### src/rtl/scratch_mem_pkg.sv
// Shared constants and clear-engine state encoding for the scratchpad RAM.
// The default geometry matches the CPU data-memory map.
package scratch_mem_pkg;

  localparam int DATA_W_DEF = 16;
  localparam int ADDR_W_DEF = 5;
  localparam int DEPTH_DEF  = 32;

  typedef enum logic {
    ST_IDLE  = 1'b0,
    ST_CLEAR = 1'b1
  } clr_state_t;

endpackage

### src/rtl/scratch_mem_clr_fsm.sv
// Clear engine: walks a pointer over all DEPTH words, producing a zero-write strobe
// and address, and reports busy while it owns the array.
module scratch_mem_clr_fsm
  import scratch_mem_pkg::*;
#(
  parameter int ADDR_W = ADDR_W_DEF,
  parameter int DEPTH  = DEPTH_DEF
) (
  input  logic              clk,
  input  logic              rst_n,
  input  logic              clr,
  output logic              busy,
  output logic              clr_we,
  output logic [ADDR_W-1:0] clr_addr
);

  // One extra pointer bit lets DEPTH == 2**ADDR_W finish without wrapping.
  localparam logic [ADDR_W:0] LAST_PTR = (ADDR_W+1)'(DEPTH - 1);
  localparam logic [ADDR_W:0] PTR_ONE  = (ADDR_W+1)'(1);

  clr_state_t      state_reg, state_next;
  logic [ADDR_W:0] ptr_reg, ptr_next;

  always_ff @(posedge clk or negedge rst_n) begin
    if (!rst_n) begin
      state_reg <= ST_IDLE;
      ptr_reg   <= '0;
    end else begin
      state_reg <= state_next;
      ptr_reg   <= ptr_next;
    end
  end

  always_comb begin
    state_next = state_reg;
    ptr_next   = ptr_reg;
    case (state_reg)
      ST_IDLE: begin
        if (clr) begin
          state_next = ST_CLEAR;
          ptr_next   = '0;
        end
      end
      ST_CLEAR: begin
        ptr_next = ptr_reg + PTR_ONE;
        if (ptr_reg == LAST_PTR) state_next = ST_IDLE;
      end
      default: state_next = ST_IDLE;
    endcase
  end

  assign busy     = (state_reg == ST_CLEAR);
  assign clr_we   = busy;
  assign clr_addr = ptr_reg[ADDR_W-1:0];

endmodule

### src/rtl/scratch_mem.sv
// Single-clock scratchpad RAM: separate write/read ports, registered read data with
// a valid strobe, and a hardware clear engine that locks out external access.
module scratch_mem
  import scratch_mem_pkg::*;
#(
  parameter int DATA_W = DATA_W_DEF,
  parameter int ADDR_W = ADDR_W_DEF,
  parameter int DEPTH  = DEPTH_DEF
) (
  input  logic              clk,
  input  logic              rst_n,
  input  logic              wr,
  input  logic [ADDR_W-1:0] waddr,
  input  logic [DATA_W-1:0] wdata,
  input  logic              rd,
  input  logic [ADDR_W-1:0] raddr,
  output logic [DATA_W-1:0] rdata,
  output logic              rvalid,
  input  logic              clr,
  output logic              busy
);

  localparam logic [ADDR_W:0] DEPTH_L = (ADDR_W+1)'(DEPTH);

  logic [DATA_W-1:0] mem [DEPTH];

  logic              clr_we;
  logic [ADDR_W-1:0] clr_addr;
  logic              port_open, wr_ok, rd_ok, rd_in_range;
  logic              mem_we;
  logic [ADDR_W-1:0] mem_waddr;
  logic [DATA_W-1:0] mem_wdata;
  logic [DATA_W-1:0] rdata_reg;
  logic              rvalid_reg;

  scratch_mem_clr_fsm #(
    .ADDR_W (ADDR_W),
    .DEPTH  (DEPTH)
  ) u_clr_fsm (
    .clk      (clk),
    .rst_n    (rst_n),
    .clr      (clr),
    .busy     (busy),
    .clr_we   (clr_we),
    .clr_addr (clr_addr)
  );

  // A clr request in IDLE already claims the port, so same-cycle rd/wr are dropped.
  assign port_open   = !busy && !clr;
  assign wr_ok       = port_open && wr && ({1'b0, waddr} < DEPTH_L);
  assign rd_ok       = port_open && rd;
  assign rd_in_range = ({1'b0, raddr} < DEPTH_L);

  assign mem_we    = clr_we || wr_ok;
  assign mem_waddr = clr_we ? clr_addr : waddr;
  assign mem_wdata = clr_we ? '0 : wdata;

  always_ff @(posedge clk) begin
    if (mem_we) mem[mem_waddr] <= mem_wdata;
  end

  always_ff @(posedge clk or negedge rst_n) begin
    if (!rst_n) begin
      rdata_reg  <= '0;
      rvalid_reg <= 1'b0;
    end else begin
      rvalid_reg <= rd_ok;
      if (rd_ok) begin
        if (!rd_in_range)
          rdata_reg <= '0;
        else if (wr_ok && (waddr == raddr))
          rdata_reg <= wdata;
        else
          rdata_reg <= mem[raddr];
      end
    end
  end

  assign rdata  = rdata_reg;
  assign rvalid = rvalid_reg;

endmodule

### config.mk
export PLATFORM = sky130hd
export DESIGN_NAME = scratch_mem
export DESIGN_NICKNAME = d
export VERILOG_FILES = /design/src/rtl/scratch_mem_pkg.sv /design/src/rtl/scratch_mem_clr_fsm.sv /design/src/rtl/scratch_mem.sv
export SDC_FILE = /design/constraint.sdc
export NUM_CORES = 1
export LEC_CHECK = 0
export BUFFER_PORTS_ARGS = -buffer_cell sky130_fd_sc_hd__buf_4
export CORE_MARGIN = 1.5
export CORE_UTILIZATION = 45
export DETAILED_ROUTE_END_ITERATION = 8
export PLACE_DENSITY = 0.65
export SLEW_MARGIN = 5
export SYNTH_ARGS = -nofsm -noshare
export SYNTH_HDL_FRONTEND = slang
export SYNTH_SLANG_ARGS = --single-unit
export TNS_END_PERCENT = 1
### constraint.sdc
create_clock -name clk -period 2.5 [get_ports clk]
set_input_delay 0.5 -clock clk [delete_from_list [all_inputs] [get_ports clk]]
set_output_delay 0.5 -clock clk [all_outputs]
set_load 0.05 [all_outputs]
==> flow_summary.ini <==
[power]
ir_worst_vdd_uv = 795
p_int_mw = 16.9
powerDensity_nw_per_um2 = 940
switching_share = 0.283
leakagePower_nw = 8.72
power_mw = 23.6
p_sw_mw = 6.69
p_comb_frac = 0.184
clkPwrFrac = 0.322
seq_power_share = 0.494

[grt]
grt_pass1_vias = 11500
grt_max_degree = 54
track_usage = 0.218
antenna_found_initial = 1
grt_overflow = 0
grt_pass1_wl_um = 75500

[sta]
rsz0062_at_grt = no
setup_ws_ns = 0.135
drv_slew = 0
fin_crit_sh = 0.946
hold_ws_ns = 0.308
finClkSkew_ns = 0.0125
relSlewSlack = 0.490
worstMarginPinSlew_ns = 0.763
setup_violations = 0
layout_min_cycle_time_ns = 2.36
hold_viol = 0
fmax_mhz = 423

[drt]
via_per_inst = 5.87
drt_iter0_markers = 1086
drc = 0
ant_nets = 0
wirelength_um = 51200
wl_per_cell_um = 26.3
first_pass_iters = 5
vias = 11400

[yosys]
synth_top_cell_area_share = 0.725
synth.area.top_cells = edfxtp_1 72%, mux2i_1 7.6%, mux4_2 5.1%
ys_ff_latch = 536
syn_nets = 1184
synth_seq_area_share = 0.753
yosysTopAreaCell = edfxtp_1
synthArstFlopShare = 0.0448
synth_edf_count = 512
syn_avg_cell_area_um2 = 18.4
synth_most_common_cell = edfxtp_1
synth_common_cells = 512 x edfxtp_1, 162 x mux2i_1, 79 x a22oi_1, 48 x mux4_2, 42 x nand3_1
synth_cell_types = 51
syn-instance-count = 1152
netlist_area_um2 = 21200
ys.flop_type = edfxtp_1
yosys_warnings = 0

[critical_path]
cp_slowest_cell = dfrtp_2
crit_family = buffers and inverters
arrival_ns = 2.63
cp_common_cell = buf_4
slowest_delay_ns = 0.46
crit_chain = buf_4, mux2i_4, nand3_1, nor2_4, buf_4
path_class = reg2reg
crit_path_end_kind = flip-flop
setup.worst_path.start_class = flip-flop
reg2reg_slack_ns = 0.14
crit_start = u_clr_fsm.busy$_DFF_PN0_
r2r-start = u_clr_fsm.busy$_DFF_PN0_
path_buf_inv = 2
crit_required_ns = 2.76
cp_max_fo = 16

[floorplanning]
rows = 79
die_w_um = 220
start_util = 0.456
die_area_um2 = 48500
ios = 49
core_um2 = 46600
die_h_um = 220

[clock_network]
cts_max_level = 2
clk_pin_slew_worst_paths_ns = 0.06
clock_latency_ns = 0.60
cts_tree = yes
cts_root_buf = clkbuf_16
cts_setup_buffers = 0
cts_sinks = 536
cts_made_buffers = 54
cts_buffer_depth = 3

[hold_path]
min-delay-start = wdata[10]
hold_path.class = in2reg

[cells_and_area]
area.growth.synth_to_final_pct = 18.4
nets = 1330
drive_above_1_share = 0.258
largest_register_ffs = 512
utilization = 0.540

[place]
place_ws_ns = -0.191
io_buffers = 48
gp_congestion = 0.831
hpwlAfterDp_um = 32900

[job]
max_cap_violations = 0

[status]
outcome = completed
[cells by family after synthesis]
group	Yosys count	synth area share
and+or+nand+nor	176	0.0455
muxes	214	0.130
DFF	536	0.753
xor gates and xnor gates	6	0.00248
adders and majority gates	1	0.000590
AOI/OAI and AO/OA	149	0.0513
buffers and inverters	70	0.0170
[power groups by stage]
stage	combinational (mW)	clock [mW]	sequential, mW
global route	4.63	8.06	11.7
global placement	4.28	0	11.8
finish	4.35	7.60	11.7
floorplan	2.26	0	12.0
CTS	4.36	7.73	11.7
detailed placement	4.33	0	11.8
[layout by cell type (no fill, tap or decap), types with 2 or more instances in the layout]
cell type,instances
and2_1,4
nand4_1,2
clkinv_2,8
nor2b_2,16
clkbuf_1,7
nand3_1,41
nor2_4,33
nor2b_4,2
nand3b_1,4
clkinv_4,4
nor2_1,7
nand2_1,16
edfxtp_1,512
nand2_2,3
xnor2_1,5
buf_12,26
nor4b_1,2
bufinv_16,3
o22ai_1,24
and4_1,10
nor2b_1,6
clkinv_1,14
inv_1,2
clkbuf_16,55
or4_1,6
a32oi_1,15
dfrtp_1,23
mux4_2,48
buf_4,129
nand4b_1,2
a22o_1,2
a22oi_1,79
o21ai_1,19
mux2i_1,162
and3_1,15
mux2_2,2
mux2i_4,2
clkinvlp_4,3
[per-layer routing]
metal,track usage,up-vias,share of wire
met5,0,-,0
met4,0.0744,0,0.030
met3,0.0396,91,0.070
met2,0.356,425,0.49
met1,0.295,5893,0.41
li1,-,5000,-
[final cells by class]
class | instances | area, um^2
inverter | 3 | 11.3
tap | 607 | 759
clock inverter | 33 | 249
fill | 3591 | 21400
multi-input combinational | 546 | 5210
antenna | 1 | 2.50
sequential | 536 | 16000
clock buffer | 62 | 1400
timing repair buffer | 157 | 1510
[metrics by stage]
stage / TNS, ns / instances / instance area, um^2
after floorplan: -0.0118 / 1152 / 21500
after global placement: -2.73 / 1848 / 23400
after detailed placement: -2.81 / 1848 / 23400
after CTS: 0 / 1944 / 25100
after global routing: 0 / 1944 / 25100
final: 0 / 1945 / 25100
[timing repair]
item                                    in CTS  in global routing
gates cloned                                 0                  0
endpoints found under the hold margin       24                  0
hold buffers                                 1                  0
gates resized for setup                      1                  3
endpoints found under the setup margin      16                 50
[worst paths after layout]
check | to | cells after the start
max | mem[8][3]$_DFFE_PP_ | 5
max reg2reg | mem[8][3]$_DFFE_PP_ | 5
min | mem[11][10]$_DFFE_PP_ | 2
min reg2reg | u_clr_fsm.ptr_reg[5]$_DFFE_PN0P_ | 1
max in group asynchronous | u_clr_fsm.busy$_DFF_PN0_ | 2
min in group asynchronous | u_clr_fsm.ptr_reg[3]$_DFFE_PN0P_ | 2
Power figures use the tool's default switching activity.
